--- src/rtl/wb_port_arbiter.sv ---
// ---------------------------------------------------------------------------
// wb_port_arbiter
//
// Shares the register file's single write port between the pipeline's
// writeback stage and an out-of-band multiply/divide unit (MDU).
//   * Pipeline writes always get the port, with no added latency.
//   * MDU results are queued in a small FIFO and drained on idle port cycles.
//   * With WB_ARB_STARVE_EN defined, a head entry that has been refused the
//     port for STARVE_LIMIT cycles forces a one-cycle W-stage hold (Stall_o)
//     during which it drains. Without the macro Stall_o is tied low and the
//     FSM only has IDLE/WAIT.
//
// Ports
//   clk, rst_n                        clock, asynchronous active-low reset
//   RegWriteW_i, RdW_i, ResultW_i     pipeline W-stage write request
//   MduValid_i, MduRd_i, MduData_i    MDU result offer
//   MduReady_o                        FIFO not full (push accepted when high)
//   RegWrite_o, WriteAddr_o,
//   WriteData_o                       register file write port
//   Stall_o                           registered W-stage hold request
//   PendingMask_o                     one-hot OR of live buffered rd targets
// ---------------------------------------------------------------------------
module wb_port_arbiter #(
    parameter int DATA_WIDTH   = 32,
    parameter int BUF_DEPTH    = 2,
    parameter int STARVE_LIMIT = 8
) (
    input  logic                  clk,
    input  logic                  rst_n,
    input  logic                  RegWriteW_i,
    input  logic [4:0]            RdW_i,
    input  logic [DATA_WIDTH-1:0] ResultW_i,
    input  logic                  MduValid_i,
    input  logic [4:0]            MduRd_i,
    input  logic [DATA_WIDTH-1:0] MduData_i,
    output logic                  MduReady_o,
    output logic                  RegWrite_o,
    output logic [4:0]            WriteAddr_o,
    output logic [DATA_WIDTH-1:0] WriteData_o,
    output logic                  Stall_o,
    output logic [31:0]           PendingMask_o
);

    localparam int AW = (BUF_DEPTH > 1) ? $clog2(BUF_DEPTH) : 1;
    localparam int CW = $clog2(BUF_DEPTH + 1);
    localparam logic [CW-1:0] FULL_COUNT = CW'(BUF_DEPTH);

    // FIFO storage; rd/data need no reset because live_reg/count_reg
    // qualify every read of them.
    logic [4:0]            rd_mem   [BUF_DEPTH];
    logic [DATA_WIDTH-1:0] data_mem [BUF_DEPTH];
    logic [BUF_DEPTH-1:0]  live_reg, live_next;
    logic [AW-1:0]         head_reg, tail_reg;
    logic [CW-1:0]         count_reg, count_next;

    logic pipe_req, pipe_grant, head_grant, pop, enq, fifo_empty, stall;
    logic head_live;

`ifdef WB_ARB_STARVE_EN
    typedef enum logic [1:0] {ST_IDLE = 2'd0, ST_WAIT = 2'd1, ST_FORCE = 2'd2} state_t;
    localparam int SW = $clog2(STARVE_LIMIT + 1);
    logic [SW-1:0] starve_reg, starve_next;
`else
    typedef enum logic {ST_IDLE = 1'b0, ST_WAIT = 1'b1} state_t;
`endif
    state_t state_reg, state_next;

`ifdef WB_ARB_STARVE_EN
    assign stall = (state_reg == ST_FORCE);
`else
    assign stall = 1'b0;
`endif

    assign fifo_empty = (count_reg == '0);
    assign MduReady_o = (count_reg != FULL_COUNT);
    // rd 0 results complete the handshake but are dropped.
    assign enq        = MduValid_i && MduReady_o && (MduRd_i != 5'd0);
    assign pipe_req   = RegWriteW_i && (RdW_i != 5'd0);
    assign pipe_grant = !stall && pipe_req;
    // During a forced drain the FIFO is never empty (FORCE is only entered
    // from WAIT without a pop), so the head is always valid here.
    assign head_grant = stall || (!pipe_req && !fifo_empty);
    assign pop        = head_grant;
    assign head_live  = live_reg[head_reg];
    assign Stall_o    = stall;

    assign count_next = count_reg + CW'(enq) - CW'(pop);

    // Write port mux; a dead head still pops but writes nothing, and the
    // address/data are zeroed whenever no write is issued.
    always_comb begin
        RegWrite_o  = 1'b0;
        WriteAddr_o = 5'd0;
        WriteData_o = '0;
        if (pipe_grant) begin
            RegWrite_o  = 1'b1;
            WriteAddr_o = RdW_i;
            WriteData_o = ResultW_i;
        end else if (head_grant && head_live) begin
            RegWrite_o  = 1'b1;
            WriteAddr_o = rd_mem[head_reg];
            WriteData_o = data_mem[head_reg];
        end
    end

    // Per-entry liveness. A granted pipeline write to the same rd kills any
    // buffered entry for it, including one being pushed this very cycle:
    // the pipeline write is always the architecturally younger one.
    for (genvar gi = 0; gi < BUF_DEPTH; gi++) begin : g_live
        logic kill;
        logic popped;
        logic pushed;
        assign kill   = pipe_grant && (rd_mem[gi] == RdW_i);
        assign popped = pop && (head_reg == AW'(gi));
        assign pushed = enq && (tail_reg == AW'(gi));
        assign live_next[gi] = pushed ? !(pipe_grant && (MduRd_i == RdW_i))
                                      : (live_reg[gi] && !kill && !popped);
    end

    always_comb begin
        PendingMask_o = '0;
        for (int i = 0; i < BUF_DEPTH; i++) begin
            if (live_reg[i]) begin
                PendingMask_o[rd_mem[i]] = 1'b1;
            end
        end
    end

    always_ff @(posedge clk) begin
        if (enq) begin
            rd_mem[tail_reg]   <= MduRd_i;
            data_mem[tail_reg] <= MduData_i;
        end
    end

    always_ff @(posedge clk or negedge rst_n) begin
        if (!rst_n) begin
            live_reg  <= '0;
            head_reg  <= '0;
            tail_reg  <= '0;
            count_reg <= '0;
        end else begin
            live_reg  <= live_next;
            count_reg <= count_next;
            if (pop) head_reg <= head_reg + AW'(1);
            if (enq) tail_reg <= tail_reg + AW'(1);
        end
    end

    // FSM next state. The starvation counter counts WAIT cycles in which the
    // head was refused the port; reaching STARVE_LIMIT schedules FORCE.
    always_comb begin
        state_next = state_reg;
`ifdef WB_ARB_STARVE_EN
        starve_next = starve_reg;
`endif
        case (state_reg)
            ST_IDLE: begin
                if (enq) state_next = ST_WAIT;
            end
            ST_WAIT: begin
                if (count_next == '0) begin
                    state_next = ST_IDLE;
`ifdef WB_ARB_STARVE_EN
                    starve_next = '0;
                end else if (pop) begin
                    starve_next = '0;
                end else if (starve_reg == SW'(STARVE_LIMIT - 1)) begin
                    starve_next = SW'(STARVE_LIMIT);
                    state_next  = ST_FORCE;
                end else begin
                    starve_next = starve_reg + SW'(1);
`endif
                end
            end
`ifdef WB_ARB_STARVE_EN
            ST_FORCE: begin
                starve_next = '0;
                state_next  = (count_next == '0) ? ST_IDLE : ST_WAIT;
            end
`endif
            default: state_next = ST_IDLE;
        endcase
    end

    always_ff @(posedge clk or negedge rst_n) begin
        if (!rst_n) begin
            state_reg <= ST_IDLE;
`ifdef WB_ARB_STARVE_EN
            starve_reg <= '0;
`endif
        end else begin
            state_reg <= state_next;
`ifdef WB_ARB_STARVE_EN
            starve_reg <= starve_next;
`endif
        end
    end

endmodule

--- config.mk ---
export PLATFORM = sky130hd
export DESIGN_NAME = wb_port_arbiter
export DESIGN_NICKNAME = d
export VERILOG_FILES = /design/src/rtl/wb_port_arbiter.sv
export SDC_FILE = /design/constraint.sdc
export NUM_CORES = 1
export LEC_CHECK = 0
export BUFFER_PORTS_ARGS = -buffer_cell sky130_fd_sc_hd__buf_2
export CORE_MARGIN = 2
export CORE_UTILIZATION = 39
export DETAILED_ROUTE_END_ITERATION = 7
export PLACE_DENSITY = 0.77
export REMOVE_ABC_BUFFERS = 1
export SLEW_MARGIN = 10
export SYNTH_ARGS = -nofsm -noshare
export SYNTH_HDL_FRONTEND = slang
export SYNTH_SLANG_ARGS = --single-unit
--- constraint.sdc ---
create_clock -name clk -period 2.9 [get_ports clk]
set_clock_uncertainty 0.15 [all_clocks]
set_input_delay 0 -clock clk [delete_from_list [all_inputs] [get_ports clk]]
set_output_delay 0 -clock clk [all_outputs]
set_load 0.01 [all_outputs]
# Word level (Yosys, flattened, before mapping)
# Memory sizes are Yosys's and may differ from the RTL's.
# Index checks and enable logic that the tools add are counted.
[totals]
reg_bits = 6
n_memories = 2
ram_bits = 74
word_cells = 68
inputBits = 78
output_inout_bits = 72
[classes]
eq_ne = 4
magnitude_cmp = 5
add_sub_neg = 4
n_mux = 18
reduce_logical = 28
n_bitwise = 3
[memory_table]
columns = ["memory", "words", "width", "read_ports", "rd_clocked_by_memory_dff", "write_ports", "line_no", "rtl"]
rows = [
  ["data_mem", 2, 32, 1, 0, 1, "51", "logic [DATA_WIDTH-1:0] data_mem [BUF_DEPTH];"],
  ["rd_mem", 2, 5, 3, 0, 1, "50", "logic [4:0] rd_mem [BUF_DEPTH];"],
]
[ops]
columns = ["op", "count"]
rows = [
  ["32-bit two-way mux", 4],
  ["32-bit OR", 1],
  ["1-bit logical AND", 18],
  ["5-bit equality test", 3],
  ["5-bit by 6-bit < comparator with 1-bit output, second input constant", 2],
  ["1-bit demux with 5-bit select", 2],
  ["5-bit by 1-bit greater-or-equal comparator with 1-bit output, second input constant", 2],
  ["1-bit two-way mux", 10],
  ["5-bit two-way mux", 2],
  ["5-bit nonzero test", 2],
  ["1-bit zero test", 7],
  ["1-bit adder, second input constant", 2],
  ["2-bit by 1-bit adder with 2-bit output", 1],
  ["2-bit zero test", 1],
  ["1-bit by 2-bit < comparator with 1-bit output, second input constant", 1],
  ["2-bit != test, second input constant", 1],
  ["1-bit inverter", 2],
  ["2-bit by 1-bit subtractor with 2-bit output", 1],
]

# Depth between registers and ports, before layout
# Gate-level depths: netlist of the first run.
[depth]
depth_word = 8
depth_mapped = 8
ltp_nobuf = 7

# Worst setup path after synthesis of the first run
# No wires, ideal clock.
[synth_path]
kind = "register -> register"
startpoint = "register count_reg[1]"
endpoint = "memory data_mem[0][0], enable pin"
stages_incl_launch_ff = 5
path_slack_ns = 0.680
setup_ns = 0.392
n_path_buf = 0
t_arrival_ns = 1.678
required_ns = 2.358
synth_period_minus_slack_ns = 2.220
cell_sequence = "dfrtp_1 nand2b_1 o211ai_1 nand2b_1 inv_1"
[synth_via]
elab_chain_cells = 5
[synth_rtl]
columns = ["item", "line_no", "rtl"]
rows = [
  ["start: declaration", "54", "logic [CW-1:0] count_reg, count_next;"],
  ["start signal: assignment", "144", "count_reg <= count_next;"],
  ["2-bit != test", "75", "assign MduReady_o = (count_reg != FULL_COUNT);"],
  ["named net MduReady_o", "36", "output logic MduReady_o,"],
  ["1-bit logical AND (2 in series)", "77", "assign enq = MduValid_i && MduReady_o && (MduRd_i != 5'd0);"],
  ["1-bit two-way mux", "130", "if (enq) begin"],
  ["1-bit two-way mux (not written as such)", "132", "data_mem[tail_reg] <= MduData_i;"],
  ["end: declaration", "51", ""],
]
# The timed path passes the listed nets, and every way through them passes these cells.

# Final worst setup path of the first run
[layout_path]
startpoint = "input MduRd_i[1]"
endpoint = "memory data_mem[0][10], enable pin"
[layout_via]
elab_chain_cells = 4
[layout_rtl]
columns = ["item", "line_no", "rtl"]
rows = [
  ["start: declaration", "34", "input logic [4:0] MduRd_i,"],
  ["5-bit nonzero test", "77", ""],
  ["1-bit logical AND", "77", ""],
  ["1-bit two-way mux", "130", ""],
  ["1-bit two-way mux (not written as such)", "132", ""],
]
# Every way passes these cells.

==> impl_metrics.tcl, run 1 <==
set metrics [dict create \
    outcome "completed" \
    crit_path_max_fanout 32 \
    nFillCells 889 \
    cp-end-kind "flop" \
    portBuffers 148 \
    fin_ws_ns 0.450 \
    rows 37 \
    cts_sinks 80 \
    drcViolationCount 0 \
    final_cell_area_um2 5460 \
    yosysUniqueCellTypes 38 \
    nets 586 \
    cts_max_level 3 \
    period_needed_ns 2.45 \
    min_path_cells 4 \
    coreArea_um2 10200 \
    ys_ff_latch 80 \
    wire_per_inst_um 15.3 \
    grt_pass1_vias 3374 \
    grt_pass1_wl_um 15900 \
    dieWidth_um 106 \
    r2r_cells 5 \
    vias 3383 \
    slew_headroom_pct 54.8 \
    cts_tree "done" \
    synth_edf_count 74 \
    multi_input_area_um2 1510 \
    largest_register_ffs 64 \
    routabilityCongestion 0.934 \
    numCtsBuffers 9 \
    clk_latency_ns 0.34 \
    max-vdd-ir-drop_v 0.000380 \
    wirelength_um 9910 \
    max-cap-violations 0 \
    critPathRequiredTime_ns 2.81 \
    syn_area_um2 4040 \
    drt_first_pass_iters 5 \
    antenna_found_initial 0 \
    area_delta_synth_final_pct 35.0 \
    ys_warn_count 0 \
    ys_seq_area_share_pct 58.7 \
    hold_end "live_reg[1]$_DFF_PN0_" \
    cp-start-kind "primary input" \
    finalHoldViolations 0 \
    syn_avg_cell_area_um2 12.4 \
    drive_gt1_share_pct 39.3 \
    p_per_area_nw_per_um2 733 \
    placedInstanceArea_um2 4870 \
    pwr-share-clk_pct 18.8 \
    power_uw 4000 \
    p_leak_uw 0.00228 \
    vias_per_cell 5.22 \
    io_pins 150 \
    max_freq_mhz 408 \
    die_area_um2 11200 \
    setup_viol_count_final 0 \
    critPathKind "in -> reg" \
    p_seq_share_pct 42.9 \
    hold_path.class "in -> reg" \
    p_int_uw 2530 \
    rr_endpoint "data_mem[0][10]$_DFFE_PP_" \
    crit_arrival_ns 2.36 \
    start_util_pct 39.7 \
    drt_iter0_markers 304 \
    grt_max_degree 40 \
    post_cts_buffers 0 \
    grt_usage_pct 18.0 \
    worstHoldStart "RdW_i[1]" \
    switching_share_pct 36.7 \
    clock_path_buffers 2 \
    hpwl_um 6720 \
    synthCells 325 \
    synth_flop_cell "edfxtp_1" \
    root_buffer "clkbuf_8" \
    die_h_um 106 \
    post-place-ws_ns 0.639 \
    regMostFlops "data_mem" \
    seq_area_um2 2370 \
    async_reset_ff_share_pct 7.50 \
    setup.worst_path.start "MduRd_i[1]" \
    p_sw_uw 1470 \
    report.final.slew_viol_count 0 \
    rsz0062_at_grt "no" \
    largest_registers "data_mem x64, rd_mem x10" \
    r2r-start "count_reg[0]$_DFF_PN0_" \
    ant_nets 0 \
    tightestPinTransition_ns 0.678 \
    combPwrFrac_pct 38.2 \
    finalCritPeriodShare_pct 84.5 \
    overflow 0 \
    rrSetupSlack_ns 0.83 \
    diodes 0 \
    clk_pin_slew_ns 0.09 \
]
[area by class of cell]
type                       instances  area share, %
clock inverter                     7           1.10
multi-input combinational        218           27.8
timing repair buffer             194           22.0
inverter                           4          0.275
tap                              136           3.12
sequential                        80           43.5
clock buffer                       9           2.27
[kinds of logic (layout without fill, tap and decap cells)]
kind of cell | after synthesis | after routing | synth area share, %
xor gates and xnor gates | 19 | 19 | 4.12
AOI/OAI and AO/OA | 77 | 77 | 13.0
muxes | 38 | 38 | 9.45
other | 1 | 1 | 0.0928
adders and majority gates | 1 | 1 | 0.310
buffers and inverters | 27 | 214 | 3.81
DFF | 80 | 80 | 58.7
and+or+nand+nor | 82 | 82 | 10.5
[per-stage QoR]
stage | util (%) | TNS, ns | hold WS, ns | instances
after floorplan | - | -1.46 | -0.446 | 302
after global placement | 47.8 | 0 | -0.321 | 592
after detailed placement | 47.8 | 0 | -0.316 | 592
after CTS | 53.6 | 0 | 0.0170 | 648
after global routing | 53.6 | 0 | 0.0634 | 648
final | 53.6 | 0 | 0.0351 | 648
[placed cells by master (no fill, tap or decap), drive strengths merged, types with 3 or more instances in the layout]
master / n
dfrtp: 6
o22ai: 33
dlygate4sd3: 40
xor2: 7
nor4: 3
inv: 6
o21ai: 39
nor2: 4
buf: 154
clkinvlp: 3
nand3b: 10
xnor2: 12
edfxtp: 74
or3b: 6
nand3: 9
nand2: 42
clkbuf: 9
mux2i: 37
[synth_stat cells, types with 6 or more instances]
library cell  number  area [um^2]
o22ai_1           33          206
edfxtp_1          74         2220
o21ai_0           16         80.1
nand3_1            8         40.0
o21ai_2           19          166
mux2i_1           37          370
xor2_1             7         61.3
dfrtp_1            6          150
nand2_1           42          158
nand3b_1          10         75.1
clkbuf_1          12         45.0
xnor2_1           12          105
or3b_2             6         52.6
[worst max-delay path by stage]
stage | endpoint | slack (ns) | depth (start not counted)
after floorplan | WriteAddr_o[0] | -0.1 | 3
after global placement | data_mem[0][10]$_DFFE_PP_ | 0.71 | 6
after detailed placement | data_mem[0][26]$_DFFE_PP_ | 0.64 | 6
after CTS | data_mem[0][19]$_DFFE_PP_ | 0.46 | 7
after global routing | data_mem[0][9]$_DFFE_PP_ | 0.35 | 7
final | data_mem[0][10]$_DFFE_PP_ | 0.45 | 7
[power by group through the flow]
stage / clock network (uW) / logic (uW) / registers [uW]
5_1_grt: 833 / 1670 / 1750
4_1_cts: 773 / 1540 / 1720
6_report: 753 / 1530 / 1720
3_5_place_dp: 0 / 1490 / 1740
2_1_floorplan: 0 / 897 / 1810
3_3_place_gp: 0 / 1460 / 1730
[repair_timing]
item / CTS / global route
endpoints found under the hold margin: 82 / 0
gates resized for setup: 0 / 0
hold buffers: 40 / 0
[worst max-delay path: stages]
cell           delay (ns)
dlygate4sd3_1        0.53
buf_2                0.15
or4_1                0.55
o211ai_1             0.35
nand2b_1             0.20
clkinv_1             0.21
buf_4                0.33
[per-layer routing]
layer	up-vias	GRT usage, %	part of all wire, %
li1	1601	-	-
met1	1575	21.2	40
met2	190	31.6	49
met3	17	4.76	9.2
met4	0	6.67	1.8
met5	-	0	0
Note: power is estimated with default switching activity, not from simulation.
==> run 2, diff against run 1 <==
--- a/config.mk
+++ b/config.mk
@@ -9,7 +9,7 @@
 export CORE_MARGIN = 2
 export CORE_UTILIZATION = 39
 export DETAILED_ROUTE_END_ITERATION = 7
-export PLACE_DENSITY = 0.77
+export PLACE_DENSITY = 0.79
 export REMOVE_ABC_BUFFERS = 1
 export SLEW_MARGIN = 10
 export SYNTH_ARGS = -nofsm -noshare
==> constraint.sdc (replaced) <==
create_clock -name clk -period 2 [get_ports clk]
set_clock_uncertainty 0.15 [all_clocks]
set_input_delay 0 -clock clk [delete_from_list [all_inputs] [get_ports clk]]
set_output_delay 0 -clock clk [all_outputs]
set_load 0.01 [all_outputs]
==> impl_metrics.tcl, run 2 (synthesis gave the netlist of run 1 again) <==
set metrics [dict create \
    p_sw_uw 2190 \
    report.final.slew_viol_count 0 \
    max_freq_mhz 512 \
    cts_sinks 80 \
    p_seq_share_pct 40.4 \
    ant_nets 0 \
    finalHoldViolations 0 \
    coreArea_um2 10200 \
    cp-start-kind "flop" \
    drive_gt1_share_pct 42.4 \
    nFillCells 876 \
    area_delta_synth_final_pct 41.4 \
    vias 3510 \
    max-vdd-ir-drop_v 0.000462 \
    tns_ns 0 \
    drt_first_pass_iters 5 \
    wirelength_um 11000 \
    cp-end-kind "output pin" \
    portBuffers 148 \
    layout_commonest_cell "buf_2" \
    cts_max_level 3 \
    crit_path_max_fanout 4 \
    largest_registers "data_mem x64, rd_mem x10" \
    diodes 0 \
    vias_per_cell 5.23 \
    clock_path_buffers 2 \
    period_needed_ns 1.95 \
    grt_pass1_vias 3492 \
    overflow 0 \
    grt_pass1_wl_um 16500 \
    clk_latency_ns 0.33 \
    wire_per_inst_um 16.3 \
    cts_tree "done" \
    hpwl_um 7260 \
    nets 609 \
    hold_path.class "in -> reg" \
    die_h_um 106 \
    p_per_area_nw_per_um2 1080 \
    combPwrFrac_pct 40.9 \
    switching_share_pct 35.6 \
    io_pins 150 \
    pwr-share-clk_pct 18.8 \
    drcViolationCount 0 \
    critPathKind "reg -> out" \
    numCtsBuffers 9 \
    regMostFlops "data_mem" \
    setup_viol_count_final 0 \
    dp_cells 599 \
    largest_register_ffs 64 \
    grt_max_degree 40 \
    crit_arrival_ns 1.80 \
    outcome "completed" \
    fin_cells 671 \
    critPathRequiredTime_ns 1.85 \
    drt_iter0_markers 290 \
    start_util_pct 39.7 \
    max-cap-violations 0 \
    root_buffer "clkbuf_8" \
    finalCritPeriodShare_pct 97.6 \
    die_area_um2 11200 \
    p_leak_uw 0.00244 \
    grt_usage_pct 18.8 \
    mostFrequentLayoutCells "147 x buf_2, 74 x edfxtp_1, 42 x nand2_1" \
    clk_pin_slew_ns 0.08 \
    rows 37 \
    dieWidth_um 106 \
    routabilityCongestion 0.882 \
    p_int_uw 3970 \
    antenna_found_initial 0 \
]
## run 2: cell types whose count changed in the layout (fill, tap and decap cells not counted), moves of 2 or more
cell / before / now
buf_12: 1 / 3
buf_4: 5 / 24
clkinv_2: 0 / 2
clkinvlp_4: 3 / 1
dfrtp_1: 5 / 3
dfrtp_2: 1 / 3
inv_1: 2 / 4
or3b_2: 6 / 4
or3b_4: 0 / 2
## run 2: worst max-delay path, cell delays in order (launching register included)
cell and delay, ns:
edfxtp_1 0.45, or3b_2 0.53, o22ai_1 0.30, buf_2 0.19
## run 2: path summary, 6_finish.rpt
check | slack (ns) | cells past startpoint | end | startpoint
min in group asynchronous | 0.44 | 3 | count_reg[0]$_DFF_PN0_ | rst_n
max | 0.05 | 3 | PendingMask_o[9] | rd_mem[0][4]$_DFFE_PP_
min reg2reg | 0.39 | 2 | tail_reg$_DFFE_PN0P_ | tail_reg$_DFFE_PN0P_
max reg2reg | 0.14 | 6 | live_reg[0]$_DFF_PN0_ | rd_mem[0][4]$_DFFE_PP_
min | 0.02 | 4 | live_reg[0]$_DFF_PN0_ | MduRd_i[1]
max in group asynchronous | 1.01 | 3 | live_reg[1]$_DFF_PN0_ | rst_n
## run 2: what timing repair did
item / CTS / global route
gates resized for setup: 0 / 10
endpoints found under the setup margin: 1 / 55
buffers inserted: 10 / 5
pin swaps: 0 / 2
hold endpoints to repair: 83 / 2
cloned: 0 / 1
hold buffers: 40 / 1
## run 2: power groups by stage
| stage | registers (uW) | logic, uW | clock network (uW) |
|---|---|---|---|
| 2_1_floorplan | 2620 | 1300 | 0 |
| 3_5_place_dp | 2550 | 2250 | 0 |
| 5_1_grt | 2530 | 2700 | 1260 |
| 3_3_place_gp | 2530 | 2190 | 0 |
| 4_1_cts | 2480 | 2400 | 1190 |
| 6_report | 2490 | 2520 | 1160 |
## run 2: layer usage
layer	part of all wire, %	vias to the layer above	GRT usage, %	routed length, um
met5	0	-	0	0
met2	51	176	32.4	5550
li1	-	1639	-	-
met4	1.7	0	8.83	189
met1	41	1674	22.4	4550
met3	6.1	21	3.83	671
## run 2: metrics by stage
step	hold slack, ns	total power (uW)	utilization (%)	cell area (um^2)	setup slack [ns]
floorplan	-0.446	3920	-	3900	-0.997
global placement	-0.316	4710	48.6	4950	0.113
detailed placement	-0.315	4790	48.6	4950	0.0694
CTS	0.00238	6070	55.1	5620	0.0139
global route	0.0254	6490	56.1	5710	-0.000150
finish	0.0226	6160	56.1	5710	0.0471
## run 2: area by class of cell
cell class | count | area, um^2 | share of cell area (%)
tap | 136 | 170 | 2.98
timing repair buffer | 217 | 1430 | 25.0
clock buffer | 9 | 124 | 2.17
sequential | 80 | 2380 | 41.6
multi-input combinational | 218 | 1530 | 26.8
inverter | 4 | 15.0 | 0.263
clock inverter | 7 | 68.8 | 1.20
